[src/rtl/uart_rx_fifo.sv]
`default_nettype none
// ============================================================================
//  Module      : uart_rx_fifo
//  Description : Buffered UART receive front-end. Drains bytes from uart_rx
//                through a ready/ack handshake into a power-of-two FIFO and
//                exposes DATA / STATUS / CTRL registers to the CPU bus.
//  Revision    : 1.0  initial release
// ============================================================================
module uart_rx_fifo #(
    parameter int DEPTH_LOG2 = 4
) (
    input  logic        clk,
    input  logic        rst_n,
    input  logic        rx_ready,
    input  logic [7:0]  rx_data,
    output logic        rx_ack,
    input  logic        sel,
    input  logic        rd_en,
    input  logic        wr_en,
    input  logic [3:0]  addr_ofs,
    input  logic [31:0] wr_data,
    output logic [31:0] rd_data,
    output logic        irq
);

    localparam int                  c_depth      = 1 << DEPTH_LOG2;
    localparam logic [DEPTH_LOG2:0] c_count_full = {1'b1, {DEPTH_LOG2{1'b0}}};
    localparam logic [3:0]          c_ofs_data   = 4'h0;
    localparam logic [3:0]          c_ofs_status = 4'h4;
    localparam logic [3:0]          c_ofs_ctrl   = 4'h8;

    typedef enum logic [1:0] {
        ST_IDLE = 2'd0,
        ST_TAKE = 2'd1,
        ST_WAIT = 2'd2
    } state_t;

    state_t                r_state;
    logic [7:0]            r_mem [c_depth];
    logic [DEPTH_LOG2-1:0] r_wr_ptr;
    logic [DEPTH_LOG2-1:0] r_rd_ptr;
    logic [DEPTH_LOG2:0]   r_count;
    logic                  r_overrun;

    logic        w_empty;
    logic        w_full;
    logic        w_rd_acc;
    logic        w_wr_acc;
    logic        w_push;
    logic        w_pop;
    logic        w_push_ok;
    logic        w_ovr_set;
    logic        w_flush;
    logic        w_clr_ovr;
    logic [7:0]  w_count8;
    logic [31:0] w_status;
    logic        w_unused_bits;

    assign w_empty  = (r_count == '0);
    assign w_full   = (r_count == c_count_full);

    // A simultaneous read and write is treated as a read only.
    assign w_rd_acc = sel & rd_en;
    assign w_wr_acc = sel & wr_en & ~rd_en;

    assign w_pop     = w_rd_acc & (addr_ofs == c_ofs_data) & ~w_empty;
    assign w_flush   = w_wr_acc & (addr_ofs == c_ofs_ctrl) & wr_data[0];
    assign w_clr_ovr = w_wr_acc & (addr_ofs == c_ofs_ctrl) & wr_data[1];

    // The TAKE cycle carries the byte; a flush in that cycle drops it silently.
    // A pop in the same cycle frees a slot, so a full FIFO still accepts it.
    assign w_push    = (r_state == ST_TAKE);
    assign w_push_ok = w_push & ~w_flush & (~w_full | w_pop);
    assign w_ovr_set = w_push & ~w_flush & w_full & ~w_pop;

    assign w_count8 = 8'(r_count);
    assign w_status = {16'h0, w_count8, 5'b0, r_overrun, w_full, ~w_empty};

    assign w_unused_bits = ^wr_data[31:2];

    assign irq = ~w_empty;

    // Ingress handshake: one ack per byte, then wait for uart_rx to drop ready.
    always_ff @(posedge clk or negedge rst_n) begin
        if (!rst_n) begin
            r_state <= ST_IDLE;
            rx_ack  <= 1'b0;
        end else begin
            case (r_state)
                ST_IDLE: begin
                    rx_ack <= 1'b0;
                    if (rx_ready) begin
                        r_state <= ST_TAKE;
                        rx_ack  <= 1'b1;
                    end
                end
                ST_TAKE: begin
                    rx_ack  <= 1'b0;
                    r_state <= ST_WAIT;
                end
                ST_WAIT: begin
                    rx_ack <= 1'b0;
                    if (!rx_ready) begin
                        r_state <= ST_IDLE;
                    end
                end
                default: begin
                    rx_ack  <= 1'b0;
                    r_state <= ST_IDLE;
                end
            endcase
        end
    end

    // Byte storage; contents are don't-care until the matching count says so.
    always_ff @(posedge clk) begin
        if (w_push_ok) begin
            r_mem[r_wr_ptr] <= rx_data;
        end
    end

    // Pointers and occupancy; flush has priority over any push.
    always_ff @(posedge clk or negedge rst_n) begin
        if (!rst_n) begin
            r_wr_ptr <= '0;
            r_rd_ptr <= '0;
            r_count  <= '0;
        end else if (w_flush) begin
            r_wr_ptr <= '0;
            r_rd_ptr <= '0;
            r_count  <= '0;
        end else begin
            if (w_push_ok) begin
                r_wr_ptr <= r_wr_ptr + 1'b1;
            end
            if (w_pop) begin
                r_rd_ptr <= r_rd_ptr + 1'b1;
            end
            case ({w_push_ok, w_pop})
                2'b10:   r_count <= r_count + 1'b1;
                2'b01:   r_count <= r_count - 1'b1;
                default: r_count <= r_count;
            endcase
        end
    end

    // Sticky overrun; a fresh overrun event wins over a clear in the same cycle.
    always_ff @(posedge clk or negedge rst_n) begin
        if (!rst_n) begin
            r_overrun <= 1'b0;
        end else if (w_ovr_set) begin
            r_overrun <= 1'b1;
        end else if (w_clr_ovr) begin
            r_overrun <= 1'b0;
        end
    end

    // Registered read data, held between selected reads.
    always_ff @(posedge clk or negedge rst_n) begin
        if (!rst_n) begin
            rd_data <= '0;
        end else if (w_rd_acc) begin
            case (addr_ofs)
                c_ofs_data:   rd_data <= w_empty ? 32'h0 : {23'h0, 1'b1, r_mem[r_rd_ptr]};
                c_ofs_status: rd_data <= w_status;
                default:      rd_data <= 32'h0;
            endcase
        end
    end

endmodule
`default_nettype wire

[config.mk]
export PLATFORM = sky130hd
export DESIGN_NAME = uart_rx_fifo
export DESIGN_NICKNAME = d
export VERILOG_FILES = /design/src/rtl/uart_rx_fifo.sv
export SDC_FILE = /design/constraint.sdc
export NUM_CORES = 1
export LEC_CHECK = 0
export ABC_CLOCK_PERIOD_IN_PS = 6100
export CAP_MARGIN = 10
export CORE_MARGIN = 2
export CORE_UTILIZATION = 37
export CTS_CLUSTER_DIAMETER = 100
export CTS_CLUSTER_SIZE = 14
export DETAILED_ROUTE_END_ITERATION = 10
export MAX_ROUTING_LAYER = met4
export PLACE_DENSITY_LB_ADDON = 0.12
export SYNTH_ARGS = -nofsm -noshare
export SYNTH_HDL_FRONTEND = slang
export SYNTH_SLANG_ARGS = --single-unit
[constraint.sdc]
create_clock -name clk -period 6.1 [get_ports clk]
set_input_delay 0.61 -clock clk [delete_from_list [all_inputs] [get_ports clk]]
set_output_delay 0.61 -clock clk [all_outputs]
set_load 0.02 [all_outputs]
# Word-level counts from Yosys, hierarchy flattened
# Memory sizes are Yosys's and may differ from the RTL's.
# Cells that the tools add are included.
[classes] addsub=4 mul=0 div_mod_pow=0 n_lt_le_gt_ge=0 eq_ne=9 shift=0 mux=17 bitwise=18 reduce_logical=8
[ops] operator="13-bit one-hot mux with 2 select lines" n=1
[ops] operator="4-bit 2-to-1 mux" n=4
[ops] operator="1-bit AND" n=12
[ops] operator="5-bit one-hot mux with 2 select lines" n=1
[ops] operator="9-bit 2-to-1 mux" n=1
[ops] operator="4-bit by 1-bit adder with 4-bit output, second input constant" n=2
[ops] operator="1-bit 2-to-1 mux" n=6
[ops] operator="2-bit one-hot mux with 3 select lines" n=1
[ops] operator="2-bit nonzero test" n=3
[ops] operator="5-bit by 1-bit adder with 5-bit output, second input constant" n=1
[ops] operator="5-bit equality test, second input constant" n=1
[ops] operator="5-bit logical NOT" n=1
[ops] operator="5-bit 2-to-1 mux" n=1
[ops] operator="1-bit NOT" n=5
[ops] operator="5-bit by 1-bit subtractor with 5-bit output, second input constant" n=1
[ops] operator="2-bit by 1-bit equality test with 1-bit output, second input constant" n=2
[ops] operator="2-bit equality test, second input constant" n=2
[ops] operator="4-bit by 3-bit equality test with 1-bit output, second input constant" n=1
[ops] operator="4-bit equality test, second input constant" n=1
[ops] operator="4-bit logical NOT" n=1
[ops] operator="2-bit 2-to-1 mux" n=2
[ops] operator="2-bit inequality test, second input constant" n=2
[ops] operator="3-bit nonzero test" n=1
[ops] operator="2-bit logical NOT" n=1
[ops] operator="other kinds (2)" n=2
[word_totals] regBits=49 latch_bits=0 ramBits=128 mem_bits_ro=0 wordCells=64 n_memories=1
[mem_list] name="r_mem" depth=16 width=8 read_ports=1 rd_ports_with_merged_regs=0 write_ports=1 line="39" text="logic [7:0] r_mem [c_depth];"

# Depth between registers and ports, before layout
[logic_depth] word_depth=10 mapped_depth=10 ltp_nobuf=9

# Least setup slack after synthesis
# No wires, ideal clock.
[synth_path] path_type="register to register" start="register r_count[2]" end="register r_count[4]" setup_time_ps=130 arrival_time_ps=2484 t_required_ps=5970 slack_ps=3486 stages_incl_launch_ff=11 path_buffers=1 path_cell_list="dfrtp_1 -> clkbuf_1 -> or4_1 -> o211ai_2 -> nor2_1 -> xor2_1 -> ha_1 -> o31a_1 -> nor4_1 -> o21ai_0 -> mux2i_1"
[synth_between] elab_chain_len=8
[synth_lines] element="start, declared" line="42" text="logic [DEPTH_LOG2:0] r_count;"
[synth_lines] element="start signal, assigned" line="140" text="2'b10: r_count <= r_count + 1'b1;"
[synth_lines] element="start signal, assigned" line="141" text="2'b01: r_count <= r_count - 1'b1;"
[synth_lines] element="start signal, assigned" line="142" text="default: r_count <= r_count;"
[synth_lines] element="5-bit logical NOT" line="59" text="assign w_empty = (r_count == '0);"
[synth_lines] element="1-bit NOT" line="66" text="assign w_pop = w_rd_acc & (addr_ofs == c_ofs_data) & ~w_empty;"
[synth_lines] element="1-bit AND" line="66"
[synth_lines] element="1-bit OR" line="73" text="assign w_push_ok = w_push & ~w_flush & (~w_full | w_pop);"
[synth_lines] element="1-bit AND" line="73"
[synth_lines] element="2-bit by 1-bit equality test with 1-bit output / 2-bit equality test (equally long branches)" line="139" text="case ({w_push_ok, w_pop})"
[synth_lines] element="5-bit one-hot mux with 2 select lines" line="139"
[synth_lines] element="5-bit 2-to-1 mux" line="128" text="end else if (w_flush) begin"
# Several ways; a longest one is shown, not always the timed one.
# A chain may end at the register's enable or synchronous reset.

# Worst setup path after layout
[layout_path] start="input port addr_ofs[2]" end="memory r_mem[11][1] (enable)"
[layout_between] elab_chain_len=8
[layout_lines] element="start, declared" line="20" text="input logic [3:0] addr_ofs,"
[layout_lines] element="4-bit equality test" line="67" text="assign w_flush = w_wr_acc & (addr_ofs == c_ofs_ctrl) & wr_data[0];"
[layout_lines] element="1-bit AND (2 in a row)" line="67"
[layout_lines] element="1-bit NOT" line="73"
[layout_lines] element="1-bit AND" line="73"
[layout_lines] element="1-bit AND *" line="73"
[layout_lines] element="1-bit 2-to-1 mux *" line="117" text="if (w_push_ok) begin"
[layout_lines] element="1-bit 2-to-1 mux (not written as such) *" line="118" text="r_mem[r_wr_ptr] <= rx_data;"
[layout_lines] element="end, declared" line="39"
# Every way passes the cells marked *; elsewhere a longest branch is shown, timed or not.

==> results.py <==
metrics = {
    "clocking": {
        "cts_made_buffers": 17,
        "clockBufferDepth": 2,
        "cts_sinks": 158,
        "root_buffer": "clkbuf_16",
        "h-tree-depth": 4,
        "cts_setup_buffers": 0,
        "holdBufCountCts": 0,
        "post_cts_resized": 0,
        "clkSlewWorstSetupHoldPaths_ns": 0.07,
        "clk_latency_ns": 0.42,
        "tritoncts": "built",
    },
    "drt": {
        "totalWireLength_microns": 13200,
        "drt_iter0_drc": 255,
        "drc_errors": 0,
        "post_drt_wl_per_cell_microns": 20.3,
        "ant_nets": 0,
        "vias": 3390,
        "viasPerCell": 5.20,
        "firstDrtPassIters": 4,
    },
    "setup_path": {
        "worstSetupPathType": "input pin to flop",
        "crit_arrival_ns": 3.01,
        "r2r_start": "r_count[2]",
        "cpPeakStageDelay_ns": 0.76,
        "worst_r2r_endpoint": "r_count[4]",
        "path_cells": "clkdlybuf4s50_1 > and4b_1 > a21oi_1 > nand3_1 > nor2_1",
        "rrSetupSlack_ns": 3.25,
        "endpoint_kind": "flop",
        "rr_worst_depth": 9,
        "required_ns": 6.15,
        "crit_fanout": 8,
        "crit_slowest_cell": "nor2_1",
        "start_kind": "input pin",
    },
    "synth": {
        "postSynth.asyncResetShare_pct": 19.0,
        "yosysSeqAreaShare_pct": 69.3,
        "yosysWarnings": 0,
        "synth_ff_type": "edfxtp_1",
        "ys_types": 52,
        "synth_enable_flop_cells": 128,
        "ys_seq_elements": 158,
        "synth.avg_cell_area_sq_um": 17.8,
        "syn_area_sq_mm": 0.00663,
        "synth_cells": 372,
    },
    "timing": {
        "relSlewSlack_pct": 31.2,
        "tightest_slew_ns": 1.03,
        "final_max_slew_viol_count": 0,
        "rsz0062_at_grt": "false",
        "hold_ws_ns": 0.482,
        "fmax_mhz": 337,
        "setup_tns_ns": 0,
        "fin_skew_ns": 0.00993,
        "hold_viol": 0,
        "setup_slack_ns": 3.14,
        "post-route-period-util_pct": 48.6,
        "fin_crit_ns": 2.96,
        "setup_viol": 0,
    },
    "cells_and_area": {
        "diodes": 0,
        "drive_gt1_share_pct": 19.4,
        "final_common_cell": "edfxtp_1",
        "nets": 471,
        "postLayoutCellArea_sq_mm": 0.00773,
        "layout_common_cells": "128 x edfxtp_1, 38 x mux4_2, 34 x clkdlybuf4s50_1",
        "area_growth_pct": 16.6,
    },
    "placed_design": {
        "place_area_sq_mm": 0.00716,
        "place_ws_ns": 2.67,
        "hpwl_microns": 8660,
        "port_buffers": 34,
        "routabilityCongestion": 0.778,
    },
    "min_path": {
        "whs_endpoint": "rx_ack",
        "hold_depth": 1,
        "holdCritStartpoint": "r_state[0]",
        "hold_class": "flop to flop",
    },
    "global_routing": {
        "track_usage_pct": 15.7,
        "grt_overflow": 0,
        "antenna_found_initial": 0,
        "grt_pass1_vias": 3360,
        "grt_max_degree": 36,
        "grt_pass1_wl_microns": 20400,
    },
    "flow_run": {
        "cap_viol_max_count": 0,
    },
    "power_and_ir_drop": {
        "p_leak_nw": 2.59,
        "power_mw": 2.98,
        "max-vdd-ir-drop_mv": 0.210,
        "p_per_area_mw_per_mm2": 386,
    },
    "floorplan": {
        "die_x_microns": 138,
        "io_pins": 84,
        "core_sq_mm": 0.0174,
        "die-height_microns": 138,
        "die-area_sq_mm": 0.0190,
        "rows": 48,
        "start_util_pct": 38.1,
    },
    "outcome": {
        "status": "complete, no violations",
    },
}
-- registers in the layout, indices dropped and copies added (netlist names) --
signal and cells:
rd_data 13, r_mem 128, r_state 2, r_wr_ptr 4
r_rd_ptr 4, r_overrun 1, r_count 5, rx_ack 1
-- synth_stat cells (2+ instances only) --
master	instances	area (sq um)
nand2b_1	3	18.8
nor2b_1	2	12.5
a21oi_1	7	35.0
nor2_1	23	86.3
a22o_1	9	78.8
a31oi_1	3	18.8
buf_4	19	143
o21ai_0	7	35.0
dfrtp_1	30	751
xor2_1	3	26.3
edfxtp_1	128	3840
mux4_2	38	856
or3_1	2	12.5
xnor2_1	3	26.3
inv_1	3	11.3
ha_1	7	87.6
nor3b_1	2	15.0
buf_2	5	25.0
a221o_1	2	20.0
nor3_1	6	30.0
nor4_1	3	18.8
nand4b_1	2	17.5
nand2_1	16	60.1
nand3_1	5	25.0
a211oi_1	2	15.0
clkbuf_1	12	45.0
mux2i_1	5	50.1
-- report_power, final --
part / switching, mW / internal, mW
Sequential: 0.0967 / 1.26
Combinational: 0.311 / 0.279
Clock: 0.428 / 0.606
Total: 0.835 / 2.15
-- through the flow --
stage / utilization, % / instances
6_report: 44.4 / 652
5_1_grt: 44.4 / 652
4_1_cts: 44.4 / 652
3_5_place_dp: 41.1 / 620
3_3_place_gp: 41.1 / 620
2_1_floorplan: - / 390
-- worst max-delay path: cells and delay by family --
family | cells | cell delay, ns
AOI/OAI and AO/OA | 1 | 0.39
and+or+nand+nor | 3 | 1.32
buffers and inverters | 1 | 0.67
-- cell families after synthesis --
group           synth area share [%]
compound gates                  5.51
xor+xnor                       0.793
fa+ha+maj                       1.32
buf+inv                         3.44
flops                           69.3
mux                             13.7
other cells                   0.0566
simple gates                    5.91
-- area by class of cell --
cell class / count / area, sq um
clock buffers: 20 / 437
clock inverters: 12 / 136
fillers: 1501 / 9680
inverters: 4 / 15.0
multi-input cells: 192 / 1870
flip-flops and latches: 158 / 4600
well taps: 225 / 282
repair buffers: 41 / 393
-- metal layers --
layer	track usage (%)	up-vias	share of wire [%]
met5	-	-	0
li1	-	1536	-
met3	3.62	13	5.1
met2	22.5	88	46
met1	22.2	1753	47
met4	5.27	0	1.4
-- worst max-delay path by stage --
stage	startpoint	to	slack, ns	cells after the start
2_1_floorplan	r_count[2]	r_count[4]	3.49	10
3_3_place_gp	sel	r_count[2]	2.67	6
3_5_place_dp	addr_ofs[3]	r_mem[14][4]	2.67	6
4_1_cts	sel	r_count[3]	3.10	6
5_1_grt	addr_ofs[1]	r_mem[14][7]	2.85	6
6_report	addr_ofs[2]	r_mem[11][1]	3.14	5
(Power assumes the default switching activity.)
